==> config.mk <==
export PLATFORM = sky130hd
export DESIGN_NAME = fetch_pc_ctrl
export DESIGN_NICKNAME = d
export VERILOG_FILES = /design/src/rtl/fetch_pc_ctrl.sv
export SDC_FILE = /design/constraint.sdc
export NUM_CORES = 1
export LEC_CHECK = 0
export ABC_AREA = 1
export CORE_UTILIZATION = 30
export CTS_CLUSTER_SIZE = 20
export DETAILED_ROUTE_END_ITERATION = 6
export PLACE_DENSITY = 0.54
export SYNTH_ARGS = -nofsm -noshare
export SYNTH_HDL_FRONTEND = slang
export SYNTH_SLANG_ARGS = --single-unit
==> constraint.sdc <==
create_clock -name i_clk -period 8.5 [get_ports i_clk]
set_clock_uncertainty 0.05 [all_clocks]
set_input_delay 1.7 -clock i_clk [delete_from_list [all_inputs] [get_ports i_clk]]
set_output_delay 1.7 -clock i_clk [all_outputs]
set_load 0.05 [all_outputs]
==> src/rtl/fetch_pc_ctrl.sv <==
// Fetch-stage PC controller: steps the fetch PC from the predictor, hands slots to decode,
// and turns execute-stage branch resolutions into redirects, predictor updates and counters.
module fetch_pc_ctrl #(
    parameter int                  PC_WIDTH  = 32,
    parameter logic [PC_WIDTH-1:0] RESET_PC  = 32'h0000_0000,
    parameter int                  CNT_WIDTH = 32
) (
    input  logic                 i_clk,
    input  logic                 i_rst,
    output logic [PC_WIDTH-1:0]  o_pc,
    input  logic                 i_pred_taken,
    input  logic [PC_WIDTH-1:0]  i_pred_next_pc,
    output logic                 o_fetch_vld,
    input  logic                 i_fetch_rdy,
    output logic                 o_fetch_pred_taken,
    output logic [PC_WIDTH-1:0]  o_fetch_pred_pc,
    input  logic                 i_res_vld,
    input  logic                 i_res_is_br,
    input  logic                 i_res_is_jmp,
    input  logic [PC_WIDTH-1:0]  i_res_pc,
    input  logic                 i_res_taken,
    input  logic [PC_WIDTH-1:0]  i_res_target,
    input  logic [PC_WIDTH-1:0]  i_res_pred_pc,
    output logic                 o_flush,
    output logic                 o_upd_btb_vld,
    output logic [PC_WIDTH-1:0]  o_upd_btb_pc,
    output logic [PC_WIDTH-1:0]  o_upd_btb_br_addr,
    output logic                 o_upd_pht_vld,
    output logic [PC_WIDTH-1:0]  o_upd_pht_pc,
    output logic                 o_upd_pht_taken,
    output logic [CNT_WIDTH-1:0] o_br_cnt,
    output logic [CNT_WIDTH-1:0] o_mispred_cnt
);

    // Handshake: a fetch slot transfers to decode on a cycle where o_fetch_vld and
    // i_fetch_rdy are both high; the PC only advances on such a transfer or on a redirect.

    logic                ctl;
    logic                act_taken;
    logic [PC_WIDTH-1:0] act_next;
    logic                mispred;
    logic [PC_WIDTH-1:0] pc_q;

    localparam logic [CNT_WIDTH-1:0] CNT_MAX = {CNT_WIDTH{1'b1}};

    always_comb begin
        ctl       = i_res_vld & (i_res_is_br | i_res_is_jmp);
        act_taken = i_res_is_jmp | i_res_taken;
        act_next  = act_taken ? i_res_target : i_res_pc + PC_WIDTH'(4);
        mispred   = ctl & (act_next != i_res_pred_pc);
    end

    assign o_pc               = pc_q;
    assign o_fetch_vld        = ~i_rst & ~mispred;
    assign o_flush            = mispred;
    assign o_fetch_pred_taken = i_pred_taken;
    assign o_fetch_pred_pc    = i_pred_next_pc;

    // Redirect wins over a stalled or accepted fetch slot.
    always_ff @(posedge i_clk) begin
        if (i_rst) begin
            pc_q <= RESET_PC;
        end else if (mispred) begin
            pc_q <= act_next;
        end else if (o_fetch_vld && i_fetch_rdy) begin
            pc_q <= i_pred_next_pc;
        end
    end

    // Predictor update ports: one-cycle pulses, payload captured unconditionally.
    always_ff @(posedge i_clk) begin
        o_upd_btb_pc      <= i_res_pc;
        o_upd_btb_br_addr <= i_res_target;
        o_upd_pht_pc      <= i_res_pc;
        o_upd_pht_taken   <= i_res_taken;
        if (i_rst) begin
            o_upd_btb_vld <= 1'b0;
            o_upd_pht_vld <= 1'b0;
        end else begin
            o_upd_btb_vld <= ctl & act_taken & (i_res_pred_pc != i_res_target);
            o_upd_pht_vld <= ctl & i_res_is_br & ~i_res_is_jmp;
        end
    end

    always_ff @(posedge i_clk) begin
        if (i_rst) begin
            o_br_cnt      <= '0;
            o_mispred_cnt <= '0;
        end else begin
            if (ctl && (o_br_cnt != CNT_MAX)) begin
                o_br_cnt <= o_br_cnt + CNT_WIDTH'(1);
            end
            if (mispred && (o_mispred_cnt != CNT_MAX)) begin
                o_mispred_cnt <= o_mispred_cnt + CNT_WIDTH'(1);
            end
        end
    end

endmodule

# Word-level counts from Yosys, hierarchy flattened
# Cells that the tools add are included.
[classes]
add_sub_neg = 3
n_eq_ne = 4
n_mux = 3
n_bitwise = 12
reduce_logical = 4
[op_table]
columns = ["cell", "n"]
rows = [
  ["$mux W32", 3],
  ["$add A32 B1 Y32 const B", 2],
  ["$ne A32 B32 Y1", 2],
  ["$ne A32 B32 Y1 const B", 2],
  ["$add A32 B3 Y32 const B", 1],
  ["$and A1 B1 Y1", 7],
  ["$logic_and A1 B1 Y1", 3],
  ["$not A1 Y1", 3],
  ["$or A1 B1 Y1", 2],
  ["$reduce_bool A2 Y1", 1],
]
[totals]
reg_bits = 163
input_bits = 136
out_inout_bits = 230
wordCells = 34

# Depth between registers and ports, before layout
# Gate-level depths: netlist of run 1.
[depth]
word_depth = 9
depth_mapped = 22

# Worst setup path after synthesis of run 1
# Ideal clock, no wire load.
[synth_timing]
path_kind = "input to output"
startpoint = "in i_res_pc[2]"
endpoint = "out o_fetch_vld"
arrival_time_ns = 4.259
required_time_ns = 6.750
setup_slack_ns = 2.491
path_stages = 20
path_buffers = 1
cell_sequence = "ha_1 > nand2_2 > nor2_2 > nand2_2 > nor2_2 > nand2_1 > nand2_1 > nand2_1 > nand2_1 > nand2_1 > nand2_1 > nand2_1 > nor2_1 > nand2_1 > nor2_2 > nand3_4 > nand2_4 > inv_2 > buf_2 > nor2_1"
[synth_between]
elab_chain_len = 6
[synth_lines]
columns = ["item", "line_no", "source"]
rows = [
  ["start, declared", "20", "input logic [PC_WIDTH-1:0] i_res_pc,"],
  ["$add A32 B3 Y32", "49", "act_next = act_taken ? i_res_target : i_res_pc + PC_WIDTH'(4);"],
  ["$mux W32", "49", ""],
  ["$ne A32 B32 Y1", "50", "mispred = ctl & (act_next != i_res_pred_pc);"],
  ["$and A1 B1 Y1", "50", ""],
  ["named net o_flush", "24", "output logic o_flush,"],
  ["$not A1 Y1", "54", "assign o_fetch_vld = ~i_rst & ~mispred;"],
  ["$and A1 B1 Y1", "54", ""],
  ["end, declared", "13", "output logic o_fetch_vld,"],
]
# The timed path passes the listed nets, and every way through them passes these cells.

# Worst setup path after layout of run 1
[layout_timing]
startpoint = "in i_res_is_jmp"
endpoint = "out o_fetch_vld"
[layout_between]
elab_chain_len = 6
elab_cells_between_ends = 8
[layout_lines]
columns = ["item", "line_no", "source"]
rows = [
  ["start, declared", "19", "input logic i_res_is_jmp,"],
  ["$or A1 B1 Y1", "48", "act_taken = i_res_is_jmp | i_res_taken;"],
  ["$mux W32", "49", ""],
  ["$ne A32 B32 Y1", "50", ""],
  ["$and A1 B1 Y1 (*)", "50", ""],
  ["$not A1 Y1 (*)", "54", ""],
  ["$and A1 B1 Y1 (*)", "54", ""],
]
# Every way passes the cells marked *; elsewhere a longest branch is shown, timed or not.

==> flow_summary.yaml, run 1 <==
outcome:
  status: "completed"
final_layout:
  syn_to_final_growth_pct: 42.7
  layout-drive-gt1-share_pct: 4.52
  nNetsFinal: 1895
  multi_input_area_mm2: 0.00508
  seqCellArea_mm2: 0.00326
  fill_cells: 3351
floorplanning:
  io_pins: 366
  die-area_mm2: 0.0326
  core_area_mm2: 0.0315
  initial_utilization_pct: 30.4
  die_h_um: 181
  die_w_um: 181
  rows: 65
detailed_routing:
  wirelength_um: 39000
  drtIter0Drc: 690
  via_per_inst: 4.78
  drtAntennaViolNets: 0
  wire_per_inst_um: 17.9
  drt_drc_violations_left: 0
  first_pass_iters: 5
  vias: 10406
placed_design:
  port_buffers: 363
  place.gp.congestion: 0.933
  dp_hpwl_um: 30400
global_routing:
  antenna_found_initial: 8
  grt_pass1_vias: 10087
  grt_overflow: 0
  grt_pass1_wl_um: 59600
  grt_use_total_pct: 24.0
  grt_max_degree: 68
critical_path:
  critPathCaptureType: "output pin"
  crit_top_cell: "nor2_1"
  worst_ep_arrival_time_ns: 5.74
  crit_fanout: 55
  required_ns: 6.75
  crit_path_top_delay_cell: "clkdlybuf4s50_1"
  max_stage_delay_ns: 0.83
  start_kind: "input port"
  crit_path_cell_trace: "clkdlybuf4s50_1 > nor2_4 > buf_4 > nor2_1 > a21oi_1 > xor2_1 > nor2_1 > nand3_1 > nor2_2 > nand3_4 > nand2_4 > inv_2 > nor2_1 > clkdlybuf4s50_1"
  worstSetupPathType: "input port to output pin"
sta:
  finalSetupViolations: 0
  finalHoldViolCount: 0
  whs_ns: 0.444
  fmax_ghz: 0.134
  drv_slew: 0
  tightest_slew_ns: 0.787
  fin_crit_ns: 7.49
  slew-limit-headroom_pct: 47.6
  setup_tns_ns: 0
  period_share_pct: 88.1
  rsz0062_at_grt: "no"
worst_hold_path:
  hold_class: "flop to flop"
logic_synthesis:
  synth_cell_types: 36
  synth_top_cell_area_share_pct: 34.1
  synth_seq_area_share_pct: 34.1
  yosys_warnings: 0
  syn_nets: 1614
  syn_area_mm2: 0.00957
  yosys.area.top_type: "dfxtp_1"
  ys_top_cells_by_area: "dfxtp_1 (34%), nand2_1 (17%), nor2_1 (7.0%)"
  synthCells: 1475
  syn_avg_cell_area_um2: 6.49
  synth_seq_cells: 163
clock_network:
  cts_made_buffers: 17
  post-cts-setup-buffer-count: 0
  cts_tree: "built"
  clock_latency_ns: 0.44
  clk_pin_slew_ns: 0.06
  cts.root.buffer_cell: "clkbuf_16"
  clock_path_buffers: 2
  cts_sinks: 163
  cts.htree.levels: 4
  ctsResizeCount: 0
  cts_hold_buffers: 0
power_and_ir_drop:
  irDropWorstVdd_mv: 0.138
  p_leak_uw: 0.00553
  power_density_mw_per_mm2: 152
flow_run:
  maxCapViolations: 0
==> cell usage in the layout, fill, tap and decap left out, types with 4 or more instances in the layout <==
cell               n
or2_2             18
and3_1             8
clkbuf_16         17
nor4_1            20
nor2_2            10
nor3_1            36
inv_1            146
diode_2            7
nand4_1           45
a21oi_1           66
nand3_1           90
xor2_1            69
o21ai_0           22
o22ai_1            4
inv_2              4
clkdlybuf4s50_1  362
nor2_1           176
nor2_4             4
nand2_2            4
nand3b_1          15
nand2_1          436
clkinv_2           5
xnor2_1           10
dfxtp_1          163
o21ai_1            4
buf_4              8
==> cell families (layout without fill, tap and decap cells) <==
group | count (synthesis) | count (layout) | share of synthesized area (%)
AND/OR/NAND/NOR | 867 | 867 | 39.5
adder cells (fa/ha/maj) | 3 | 3 | 0.392
AO/OA/AOI/OAI | 104 | 104 | 5.75
other | 0 | 7 | 0
XOR/XNOR | 79 | 79 | 7.23
buffers and inverters | 259 | 552 | 13.0
flip-flops | 163 | 163 | 34.1
==> layer usage <==
layer / global-route usage, % / wire [µm] / up-vias / share of wire [%]
met4: 10.3 / 1050 / 2 / 2.7
li1: - / - / 5194 / -
met2: 41.5 / 19100 / 393 / 49
met5: 0 / 12 / - / 0.031
met3: 5.76 / 2730 / 53 / 7.0
met1: 28.2 / 16100 / 4764 / 41
==> state kept, by name (all words and copies together), names as in the netlist <==
register and flops:
o_br_cnt 32, o_mispred_cnt 32, o_pc 32, o_upd_btb_br_addr 32
o_upd_pht_pc 32, o_upd_btb_vld 1, o_upd_pht_taken 1, o_upd_pht_vld 1
==> metrics by stage <==
stage	setup slack (ns)	instance area, µm²	total power [µW]	utilization [%]	std cells
2_1_floorplan	2.49	9570	1150	-	1475
4_1_cts	0.923	13600	2100	43.3	2170
6_report	1.01	13600	2080	43.4	2177
3_5_place_dp	0.936	13100	1360	41.6	2139
3_3_place_gp	0.959	13100	1360	41.6	2139
5_1_grt	0.656	13600	2170	43.4	2177
==> critical path, delay by kind of cell <==
kind / cells / cell delay (ns)
AOI/OAI and AO/OA: 1 / 0.39
xor gates and xnor gates: 1 / 0.13
buffers and inverters: 4 / 2.08
and+or+nand+nor: 8 / 1.39
==> where the power goes <==
group          leakage, µW  internal (µW)  switching, µW
clock             0.000259            407            335
sequential         0.00135            795           14.5
combinational      0.00393            186            343
==> path summary, 6_finish.rpt <==
kind / start / to / slack (ns) / cells past startpoint
setup / recovery: i_res_is_jmp / o_fetch_vld / 1.01 / 14
hold / removal: o_br_cnt[4] / o_br_cnt[4] / 0.44 / 2
setup reg to reg: o_br_cnt[1] / o_br_cnt[26] / 5.08 / 16
hold reg to reg: o_br_cnt[4] / o_br_cnt[4] / 0.44 / 2
==> synthesized netlist by cell type <==
| library cell | n |
|---|---|
| a21oi_1 | 66 |
| or2_2 | 18 |
| nand2_4 | 2 |
| nor4_1 | 20 |
| nand3_4 | 1 |
| o21ai_0 | 22 |
| xor2_1 | 69 |
| ha_1 | 3 |
| clkbuf_1 | 30 |
| nor2_1 | 178 |
| dfxtp_1 | 163 |
| a211oi_1 | 1 |
| a221oi_1 | 1 |
| o22ai_1 | 4 |
| buf_1 | 2 |
| nand2_2 | 4 |
| nor4b_1 | 1 |
| and3_1 | 8 |
| o21ai_1 | 4 |
| nand3_1 | 90 |
| nand3b_1 | 15 |
| inv_1 | 146 |
| xnor2_1 | 10 |
| nor2_4 | 2 |
| nor3_1 | 36 |
| buf_6 | 1 |
| buf_4 | 67 |
| o211ai_1 | 2 |
| nand2_1 | 436 |
| o2111a_1 | 1 |
| buf_2 | 9 |
| inv_2 | 4 |
| nor2_2 | 10 |
| or2_1 | 1 |
| nand4_1 | 45 |
| o21bai_1 | 3 |
==> layout make-up <==
type,instances,area share (%)
multi-input cells,1053,37.2
repair buffers,371,27.0
flip-flops and latches,163,23.9
inverters,150,4.13
well taps,402,3.69
clock buffers,21,3.30
clock inverters,10,0.633
diodes,7,0.128
Note: power is estimated with default switching activity, not from simulation.
==> run 2: changes to the inputs <==
Settings changed: PLACE_DENSITY 0.54 to 0.57.
Clock period 8.5 ns to 6.5 ns, I/O delays scaled along.
==> run 2 against run 1 <==
Die area did not move. Final area barely moved. Non-clock buffer count rose by 2. Total power rose by 31%. Sequential cell count did not move. Highest routed layer is now met4. Wire length fell by 0.86%. Final cell count fell by 0.23%. Clock power rose by 30%. Register-to-register slack got worse by 2.2 ns. Critical path type unchanged.
==> flow_summary.yaml, run 2 (synthesis results as in run 1) <==
worst_hold_path:
  hold_path_depth: 2
  hp-start: "o_br_cnt[29]"
  hold_class: "flop to flop"
clock_network:
  cts.root.buffer_cell: "clkbuf_16"
  cts_tree: "built"
  cts.htree.levels: 4
  cts_hold_buffers: 0
  post-cts-setup-buffer-count: 0
  clk_pin_slew_ns: 0.06
  ctsResizeCount: 0
  clock_latency_ns: 0.44
  clock_path_buffers: 2
  cts_sinks: 163
  cts_made_buffers: 17
final_layout:
  fin_area_mm2: 0.0137
  nNetsFinal: 1897
  final_common_cell: "nand2_1"
  finish.utilization_pct: 43.4
  layout.cells.most_common_list: "nand2_1 (436), clkdlybuf4s50_1 (360), nor2_1 (176)"
  syn_to_final_growth_pct: 42.8
  layout-drive-gt1-share_pct: 4.75
critical_path:
  worst_ep_arrival_time_ns: 4.37
  crit_path_cell_trace: "clkdlybuf4s50_1 > ha_1 > nand2_2 > nor2_4 > nand2_1 > inv_1 > nand2_1 > nand2_1 > nand2_1 > nand2_1 > nand2_1 > nand2_1 > nand2_1 > nor2_1 > nand2_1 > nor2_2 > nand3_4 > nand2_4 > inv_2 > nor2_1 > buf_12"
  path_depth: 21
  crit_fanout: 19
  critPathBufInv: 4
  r2r_slack_ns: 2.92
  reg2reg_to: "o_mispred_cnt[11]"
  crit_path_top_delay_cell: "clkdlybuf4s50_1"
  start_kind: "input port"
  ff2ff_path_depth: 12
  worstSetupPathType: "input port to output pin"
  endpoint: "o_fetch_vld"
  crit_start: "i_res_pc[2]"
  crit_family: "simple AND/OR/NAND/NOR gates"
  crit_top_cell: "nand2_1"
  critPathCaptureType: "output pin"
  max_stage_delay_ns: 0.56
  r2r-start: "o_mispred_cnt[2]"
  required_ns: 5.15
floorplanning:
  die_w_um: 181
  io_pins: 366
  rows: 65
  die_h_um: 181
  initial_utilization_pct: 30.4
  die-area_mm2: 0.0326
  core_area_mm2: 0.0315
sta:
  setup_tns_ns: 0
  fmax_ghz: 0.175
  timing.final.ws_setup_ns: 0.777
  finalHoldViolCount: 0
  finalSetupViolations: 0
  period_share_pct: 88.1
  fin_crit_ns: 5.72
  tightest_slew_ns: 0.794
  rsz0062_at_grt: "no"
  drv_slew: 0
  slew-limit-headroom_pct: 47.0
placed_design:
  dp_slack_ns: 0.788
  port_buffers: 363
  dp_hpwl_um: 30300
  place.gp.congestion: 0.979
  placed_cell_area_mm2: 0.0131
detailed_routing:
  drtIter0Drc: 612
  wire_per_inst_um: 17.8
  via_per_inst: 4.80
  first_pass_iters: 5
  drtAntennaViolNets: 0
  drt_drc_violations_left: 0
  vias: 10436
  wirelength_um: 38600
flow_run:
  maxCapViolations: 0
global_routing:
  grt_overflow: 0
  top_usage_layer: "met2"
  grt_pass1_vias: 10008
  grt_pass1_wl_um: 59400
  antenna_found_initial: 1
  met1_usage_pct: 28.6
  grt_max_degree: 65
  gr-usage-met3_pct: 5.25
  met2_usage_pct: 41.5
  grt_use_total_pct: 23.9
outcome:
  status: "completed"
power_and_ir_drop:
  irDropWorstVdd_mv: 0.163
  finalPower_uw: 2720
  p_leak_uw: 0.00556
  power_density_mw_per_mm2: 199
run 2: cell type report:
cell class / instances / area (µm²)
Antenna cell: 1 / 2.50
Clock buffer: 21 / 460
Clock inverter: 9 / 81.3
Fill cell: 3304 / 17800
Inverter: 150 / 563
Multi-Input combinational cell: 1053 / 5080
Sequential cell: 163 / 3260
Tap cell: 402 / 503
Timing Repair Buffer: 373 / 3710
run 2: per-stage QoR:
stage | hold WS (ns) | instances
floorplan | 0.632 | 1475
global placement | 0.427 | 2141
detailed placement | 0.434 | 2141
CTS | 0.444 | 2171
global route | 0.467 | 2172
finish | 0.445 | 2172
run 2: per-layer routing:
layer / vias to the layer above / share of wire, %
li1: 5199 / -
met1: 4766 / 42
met2: 418 / 49
met3: 53 / 6.8
met4: 0 / 2.7
met5: - / 0
run 2: worst reg2reg max path: stages (launching register included):
cell and delay [ns]:
dfxtp_1 0.42, inv_1 0.12, nor4_1 0.49, nand2_1 0.27, nor2_1 0.30, nand3_1 0.12
nor2_1 0.12, nand4_1 0.47, buf_4 0.44, nand3_1 0.11, buf_4 0.35, nand2_1 0.11
a21oi_1 0.15
run 2: power by group:
group | internal [µW] | switching [µW]
logic | 245 | 452
clock network | 542 | 420
registers | 1040 | 19.3
run 2: how the worst min path moves through the flow:
stage,endpoint,slack (ns)
after global routing,o_br_cnt[29],0.47
after global placement,o_br_cnt[29],0.43
after CTS,o_br_cnt[29],0.44
final,o_br_cnt[29],0.44
after floorplan,o_br_cnt[13],0.63
after detailed placement,o_br_cnt[29],0.43
==> run 3: changes to the inputs <==
Settings changed: SLEW_MARGIN set to 10.
==> results of run 3 <==
Final layout, timing and power as in run 2 (identical DEF).
